## src/rtl/writeback.sv

```systemverilog
`default_nettype none
// ============================================================================
// Module   : writeback
// Purpose  : Final pipeline stage. Commits EX_WB results to the 32x32 register
//            file, serves the decode read ports, counts retirements and
//            implements HLT/resume. It also presents the last committed write
//            for forwarding.
// Option   : WB_BYPASS_EN - same-cycle write-to-read bypass on rs/rt ports
// Revision : 1.0 - initial release
// ============================================================================
module writeback #(
  parameter int          DATA_W = 32,
  parameter int          ADDR_W = 5,
  parameter int          BUS_W  = 181,
  parameter logic [15:0] HLT_OP = 16'hE,
  parameter logic [15:0] NOP_OP = 16'hF
) (
  input  logic              clock,
  input  logic              reset,
  input  logic [BUS_W-1:0]  EX_WB,
  input  logic              ex_valid,
  output logic              wb_ready,
  input  logic              resume,
  input  logic [ADDR_W-1:0] rs_addr,
  output logic [DATA_W-1:0] rs_data,
  input  logic [ADDR_W-1:0] rt_addr,
  output logic [DATA_W-1:0] rt_data,
  output logic              fwd_valid,
  output logic [ADDR_W-1:0] fwd_addr,
  output logic [DATA_W-1:0] fwd_data,
  output logic              halted,
  output logic [31:0]       retire_count
);

  localparam int c_ADDR_LSB = 64;
  localparam int c_WE_BIT   = 69;
  localparam int c_OP_LSB   = 160;
  localparam int c_NREGS    = 2 ** ADDR_W;

  localparam logic [0:0] c_ST_RUN    = 1'b0;
  localparam logic [0:0] c_ST_HALTED = 1'b1;

  logic [0:0]        state_q, state_d;
  logic [DATA_W-1:0] rf_q [c_NREGS];
  logic              fwd_valid_q, fwd_valid_d;
  logic [ADDR_W-1:0] fwd_addr_q, fwd_addr_d;
  logic [DATA_W-1:0] fwd_data_q, fwd_data_d;
  logic [31:0]       retire_q, retire_d;

  logic [DATA_W-1:0] w_data;
  logic [ADDR_W-1:0] w_addr;
  logic              w_we;
  logic [15:0]       w_op;
  logic              w_accept;
  logic              w_is_hlt;
  logic              w_is_nop;
  logic              w_do_write;
  logic              w_unused_bits;

  assign w_data = EX_WB[DATA_W-1:0];
  assign w_addr = EX_WB[c_ADDR_LSB +: ADDR_W];
  assign w_we   = EX_WB[c_WE_BIT];
  assign w_op   = EX_WB[c_OP_LSB +: 16];

  assign w_unused_bits = ^{EX_WB[BUS_W-1:c_OP_LSB+16], EX_WB[c_OP_LSB-1:c_WE_BIT+1],
                           EX_WB[c_ADDR_LSB-1:DATA_W]};

  assign wb_ready = (state_q == c_ST_RUN);
  assign halted   = (state_q == c_ST_HALTED);
  assign w_accept = ex_valid && wb_ready;
  assign w_is_hlt = (w_op == HLT_OP);
  assign w_is_nop = (w_op == NOP_OP);

  // Address 0 writes are dropped here so they never reach rf or fwd_*.
  assign w_do_write = w_accept && !w_is_hlt && !w_is_nop && w_we && (w_addr != '0);

  always_comb begin
    state_d = state_q;
    if (w_accept && w_is_hlt) begin
      state_d = c_ST_HALTED;
    end else if ((state_q == c_ST_HALTED) && resume) begin
      state_d = c_ST_RUN;
    end
  end

  always_comb begin
    retire_d    = retire_q;
    fwd_valid_d = w_do_write;
    fwd_addr_d  = fwd_addr_q;
    fwd_data_d  = fwd_data_q;
    if (w_accept) begin
      retire_d = retire_q + 32'd1;
    end
    if (w_do_write) begin
      fwd_addr_d = w_addr;
      fwd_data_d = w_data;
    end
  end

  always_ff @(posedge clock or negedge reset) begin
    if (!reset) begin
      state_q     <= c_ST_RUN;
      retire_q    <= '0;
      fwd_valid_q <= 1'b0;
      fwd_addr_q  <= '0;
      fwd_data_q  <= '0;
    end else begin
      state_q     <= state_d;
      retire_q    <= retire_d;
      fwd_valid_q <= fwd_valid_d;
      fwd_addr_q  <= fwd_addr_d;
      fwd_data_q  <= fwd_data_d;
    end
  end

  always_ff @(posedge clock or negedge reset) begin
    if (!reset) begin
      for (int i = 0; i < c_NREGS; i++) begin
        rf_q[i] <= '0;
      end
    end else if (w_do_write) begin
      rf_q[w_addr] <= w_data;
    end
  end

  always_comb begin
    rs_data = (rs_addr == '0) ? '0 : rf_q[rs_addr];
    rt_data = (rt_addr == '0) ? '0 : rf_q[rt_addr];
`ifdef WB_BYPASS_EN
    if (w_do_write && (rs_addr == w_addr)) begin
      rs_data = w_data;
    end
    if (w_do_write && (rt_addr == w_addr)) begin
      rt_data = w_data;
    end
`else
    // Without bypass, decode picks up same-cycle writes through fwd_* next cycle.
`endif
  end

  assign fwd_valid    = fwd_valid_q;
  assign fwd_addr     = fwd_addr_q;
  assign fwd_data     = fwd_data_q;
  assign retire_count = retire_q;

endmodule
`default_nettype wire

```

## config.mk

```make
export PLATFORM = sky130hd
export DESIGN_NAME = writeback
export DESIGN_NICKNAME = d
export VERILOG_FILES = /design/src/rtl/writeback.sv
export SDC_FILE = /design/constraint.sdc
export NUM_CORES = 2
export LEC_CHECK = 0
export BUFFER_PORTS_ARGS = -buffer_cell sky130_fd_sc_hd__buf_4
export CORE_MARGIN = 2
export CORE_UTILIZATION = 60
export DETAILED_ROUTE_END_ITERATION = 16
export HOLD_SLACK_MARGIN = 0.15
export PLACE_DENSITY = 0.79
export SYNTH_ARGS = -nofsm -noshare
export SYNTH_HDL_FRONTEND = slang
export SYNTH_SLANG_ARGS = --single-unit
```

## constraint.sdc

```tcl
create_clock -name clock -period 2.83 [get_ports clock]
set_input_delay 0.4245 -clock clock [delete_from_list [all_inputs] [get_ports clock]]
set_output_delay 0.4245 -clock clock [all_outputs]
set_load 0.02 [all_outputs]
```

======== Yosys cells after proc, flatten, opt, wreduce, memory -nomap -nowiden ========
Index checks and enable logic that the tools add are counted.
Widths: inputs -> output; s select.
cells by class
  add/sub/neg operators ................... 1
  magnitude comparators ................... 4
  equal/unequal tests ..................... 2
  multiplexer cells ....................... 13
  bitwise gates (word level) .............. 4
  reductions and logical operators ........ 14
operator list
  cell                   count
  $bwmux 1024            1
  $bmux 32 s5            2
  $mux 32                7
  $demux 32 s5           1
  $add 32x1->32 const B  1
  $eq 16x4->1 const B    2
  $ge 6x6->1 const B     3
  $not 5->6              3
  $logic_not 5->1        2
  $logic_and 1x1->1      8
  $lt 6x1->1 const B     1
  $reduce_bool 5->1      1
  $logic_not 1->1        2
  $mux 1                 2
  $reduce_bool 2->1      1
  $not 1->1              1
storage, ports and cells
  flip-flop bits (word level) ............. 1095
  input bits .............................. 195
  logic and storage cells ................. 75

======== Longest topological paths before layout ========
  word-level depth ........................ 6
  mapped depth ............................ 9

======== Least setup slack after synthesis ========
OpenSTA, ideal clock, no wires.
  path type ............................... input to output
  from .................................... input rt_addr[1]
  to ...................................... output rt_data[24]
  arrival time ............................ 2224 ps
  required time ........................... 2406 ps
  slack ................................... 181 ps
  cell stages on the path ................. 7
  buffers on the path ..................... 3
  cell sequence ........................... buf_6 -> buf_4 -> buf_4 -> mux4_2 -> nand2_1 -> a32o_1 -> nor4_1
on the way
  longest elaborated chain between the ends .. 5
  elaborated cells between the ends (all ways) .. 6
  classes of those cells .................. mux (4); bitwise (1); reduce/logical (1)
ends and longest elaborated chain
  item                                         RTL line  RTL
  start: declaration                           26        input logic [ADDR_W-1:0] rt_addr,
  $not 5->6 (not written as such)              128       rt_data = (rt_addr == '0) ? '0 : rf_q[rt_addr];
  $bmux 32 s5                                  128
  $mux 32 (not written as such) (2 in series)  128
  $mux 32 *                                    128
  end: declaration                             27        output logic [DATA_W-1:0] rt_data,
Every way passes the cells marked *; elsewhere a longest branch is shown, timed or not. The select of a mux whose other input is x is not followed.

======== Worst setup path in the final report ========
  from .................................... register rf_q[21] in the netlist's numbering
  to ...................................... output rt_data[21]
on the way
  longest elaborated chain between the ends .. 4
ends and longest elaborated chain
  item                                         RTL line  RTL
  start: declaration                           44        logic [DATA_W-1:0] rf_q [c_NREGS];
  start signal: indexed assignment             122       rf_q[w_addr] <= w_data;
  $bmux 32 s5                                  128
  $mux 32 (not written as such) (2 in series)  128
  $mux 32                                      128
No other way between the ends. The select of a mux whose other input is x is not followed.

==> qor.yml <==
seq_area_frac_synth_pct: 47.6
grt_pass1_vias: 40200
combPwrFrac_pct: 19.4
cp_common_cell: "mux4_2"
num-nets-final: 4346
net-switching-power_w: 0.0117
maxCapViolCount: 0
cts_buffer_depth: 3
drt_iter0_drc: 4713
crit_family: "multiplexers"
numCtsBuffers: 112
nFillCells: 5880
clk-insertion-delay-late_ns: 0.70
wl_per_cell_um: 31.8
ios: 331
cts_tree: "done"
io_buffers: 203
die_x_um: 314
track_usage_pct: 35.6
ant_nets: 0
layout_commonest_cell: "dfrtp_1"
drc: 0
finalCritPeriodShare_pct: 109
slowest_delay_ns: 0.60
gp_congestion: 0.908
final.min_clock_period_ns: 3.08
power.density_mw_per_mm2: 636
netlist_area_mm2: 0.0576
grt_setup_unrepaired: "yes"
initial_core_util_pct: 60.6
drv_slew: 0
num_vias: 39500
tightest_slew_ns: 0.760
ys_ff_latch: 1095
drtPass1Iterations: 5
utilization_pct: 71.5
num_rows: 113
grt_pass1_wl_um: 261000
status: "finished with violations"
p_clk_share_pct: 36.2
grt_max_degree: 106
grt-ovfl-total: 0
max_freq_mhz: 325
hold_class: "input pin to async pin"
whs_ns: 0.244
drt_wl_total_um: 176000
fin_skew_ns: 0.0140
violations: "setup timing"
cts.htree.levels: 3
yosysWarnings: 0
r2r_start: "halted$_DFFE_PN0P_"
vdd_drop_max_mv: 0.545
finalSetupTns_ns: -5.32
netlist_instances: 3907
netlist-cell-type-count: 46
die_h_um: 314
synth_area_per_cell_um2: 14.7
p_seq_share_pct: 44.5
seqCellArea_mm2: 0.0274
slew_headroom_pct: 49.1
worst_setup_path_end_kind: "primary output"
syn-num-nets: 4103
dp_hpwl_um: 107000
multiInputGateArea_mm2: 0.0291
clkTransAtPathRegs_ns: 0.06
cp-startpoint: "rf_q[21]$_DFFE_PN0P_"
syn_to_final_growth_pct: 18.0
drive_gt1_share_pct: 55.5
dieArea_mm2: 0.0985
clkSinkCount: 1095
final_cell_mix: "dfrtp_1, mux2_2, mux4_2"
p_leak_nw: 31.2
antenna_found_initial: 5
swShare_pct: 27.2
setup.worst_path.class: "register to primary output"
cp.required_ns: 2.41
crit_chain: "mux4_2 > mux4_2 > o22ai_2 > buf_6 > nor3_2 > buf_4"
finalSetupViolCount: 49
worstPathMaxFanout: 2
worst_slack_ns: -0.250
finalHoldViolations: 0
crit_path_start_kind: "register"
vias_per_cell: 7.16
cpMaxStageDelayCell: "mux4_2"
coreArea_mm2: 0.0950
cts_root_buf: "clkbuf_16"
crit_buf_inv: 2
crit_arrival_ns: 2.66
p_int_w: 0.0315
-- final timing paths --
| path | end | slack, ns | cells after the start |
|---|---|---|---|
| max reg2reg | rf_q[775]$_DFFE_PN0P_ | 0.24 | 5 |
| max | rt_data[21] | -0.25 | 6 |
| max in group asynchronous | fwd_data[10]$_DFFE_PN0P_ | 1.60 | 4 |
| min in group clock | rf_q[4]$_DFFE_PN0P_ | 0.24 | 2 |
| min reg2reg | rf_q[1013]$_DFFE_PN0P_ | 0.40 | 0 |
| min | retire_count[24]$_DFFE_PN0N_ | 0.24 | 2 |
-- state kept, by name (all words and copies together), names as in the netlist --
| signal | count |
|---|---|
| halted | 1 |
| fwd_data | 32 |
| rf_q | 1024 |
| fwd_addr | 5 |
| retire_count | 32 |
| fwd_valid | 1 |
-- power by group through the flow --
stage                     Sequential, W  Combinational, W  Clock (W)
after floorplan                  0.0190           0.00504          0
after global placement           0.0192           0.00735          0
after detailed placement         0.0194           0.00757          0
after CTS                        0.0191           0.00812     0.0157
after global routing             0.0194           0.00880     0.0164
final                            0.0192           0.00837     0.0156
-- Yosys cell counts, drive strengths merged --
cell type | count | area (um2)
o22a | 32 | 280
nor4 | 9 | 56.3
and4 | 3 | 26.3
a22oi | 48 | 360
nand4b | 1 | 8.76
xnor2 | 25 | 219
and3 | 6 | 37.5
nand4 | 81 | 507
ha | 1 | 12.5
nor2 | 41 | 154
nand3b | 3 | 22.5
a211oi | 36 | 270
a21oi | 9 | 48.8
o22ai | 84 | 526
mux4 | 428 | 9690
nand2 | 46 | 173
dfrtp | 1095 | 27400
a32o | 4 | 40.0
clkbuf | 228 | 857
nand2b | 7 | 43.8
nor3b | 1 | 7.51
o21ai | 32 | 160
inv | 6 | 22.5
nand3 | 8 | 40.0
buf | 213 | 1170
and2 | 14 | 87.6
nor2b | 48 | 300
nor3 | 66 | 330
or2 | 3 | 18.8
mux2 | 1154 | 13000
or3 | 1 | 6.26
mux2i | 132 | 1320
xor2 | 6 | 52.6
o311a | 32 | 320
o32ai | 1 | 8.76
and4b | 1 | 10.0
or3b | 2 | 17.5
-- repair_timing --
action,in CTS,in global routing
pin swaps,100,38
endpoints found under the hold margin,284,0
cloned,1,1
resized for setup,189,55
hold buffers,9,0
setup buffers,52,20
setup endpoints to repair,64,64
-- routing by layer --
layer | part of all wire [%] | global-route usage [%] | wire [um]
met2 | 47 | 55.2 | 82300
met1 | 38 | 48.5 | 66400
met4 | 4.3 | 15.4 | 7590
met3 | 11 | 8.42 | 19200
met5 | 0.020 | 0 | 35
-- cell type report --
class | count | area share, %
repair buffers | 570 | 8.78
multi-input cells | 2365 | 42.8
diodes | 4 | 0.0147
well taps | 1265 | 2.33
clock buffers | 157 | 4.87
inverters | 6 | 0.0331
clock inverters | 52 | 0.867
flip-flops and latches | 1095 | 40.3
-- metrics by stage --
stage | area, um2 | instances | setup WS (ns) | total power, W
6_report | 68000 | 5514 | -0.250 | 0.0432
3_3_place_gp | 62200 | 5223 | -0.334 | 0.0266
3_5_place_dp | 62200 | 5223 | -0.324 | 0.0269
5_1_grt | 67900 | 5511 | -0.250 | 0.0446
2_1_floorplan | 57600 | 3907 | 0.181 | 0.0240
4_1_cts | 67500 | 5490 | -0.225 | 0.0429
-- cell families (layout without fill, tap and decap cells) --
group | Yosys count | in the layout | synth area share [%]
other cells | 0 | 4 | 0
fa+ha+maj | 1 | 1 | 0.0217
flops | 1095 | 1095 | 47.6
buf+inv | 447 | 785 | 3.56
xor+xnor | 31 | 31 | 0.471
mux | 1714 | 1714 | 41.7
compound gates | 278 | 278 | 3.50
simple gates | 341 | 341 | 3.21
(Power assumes the default switching activity.)
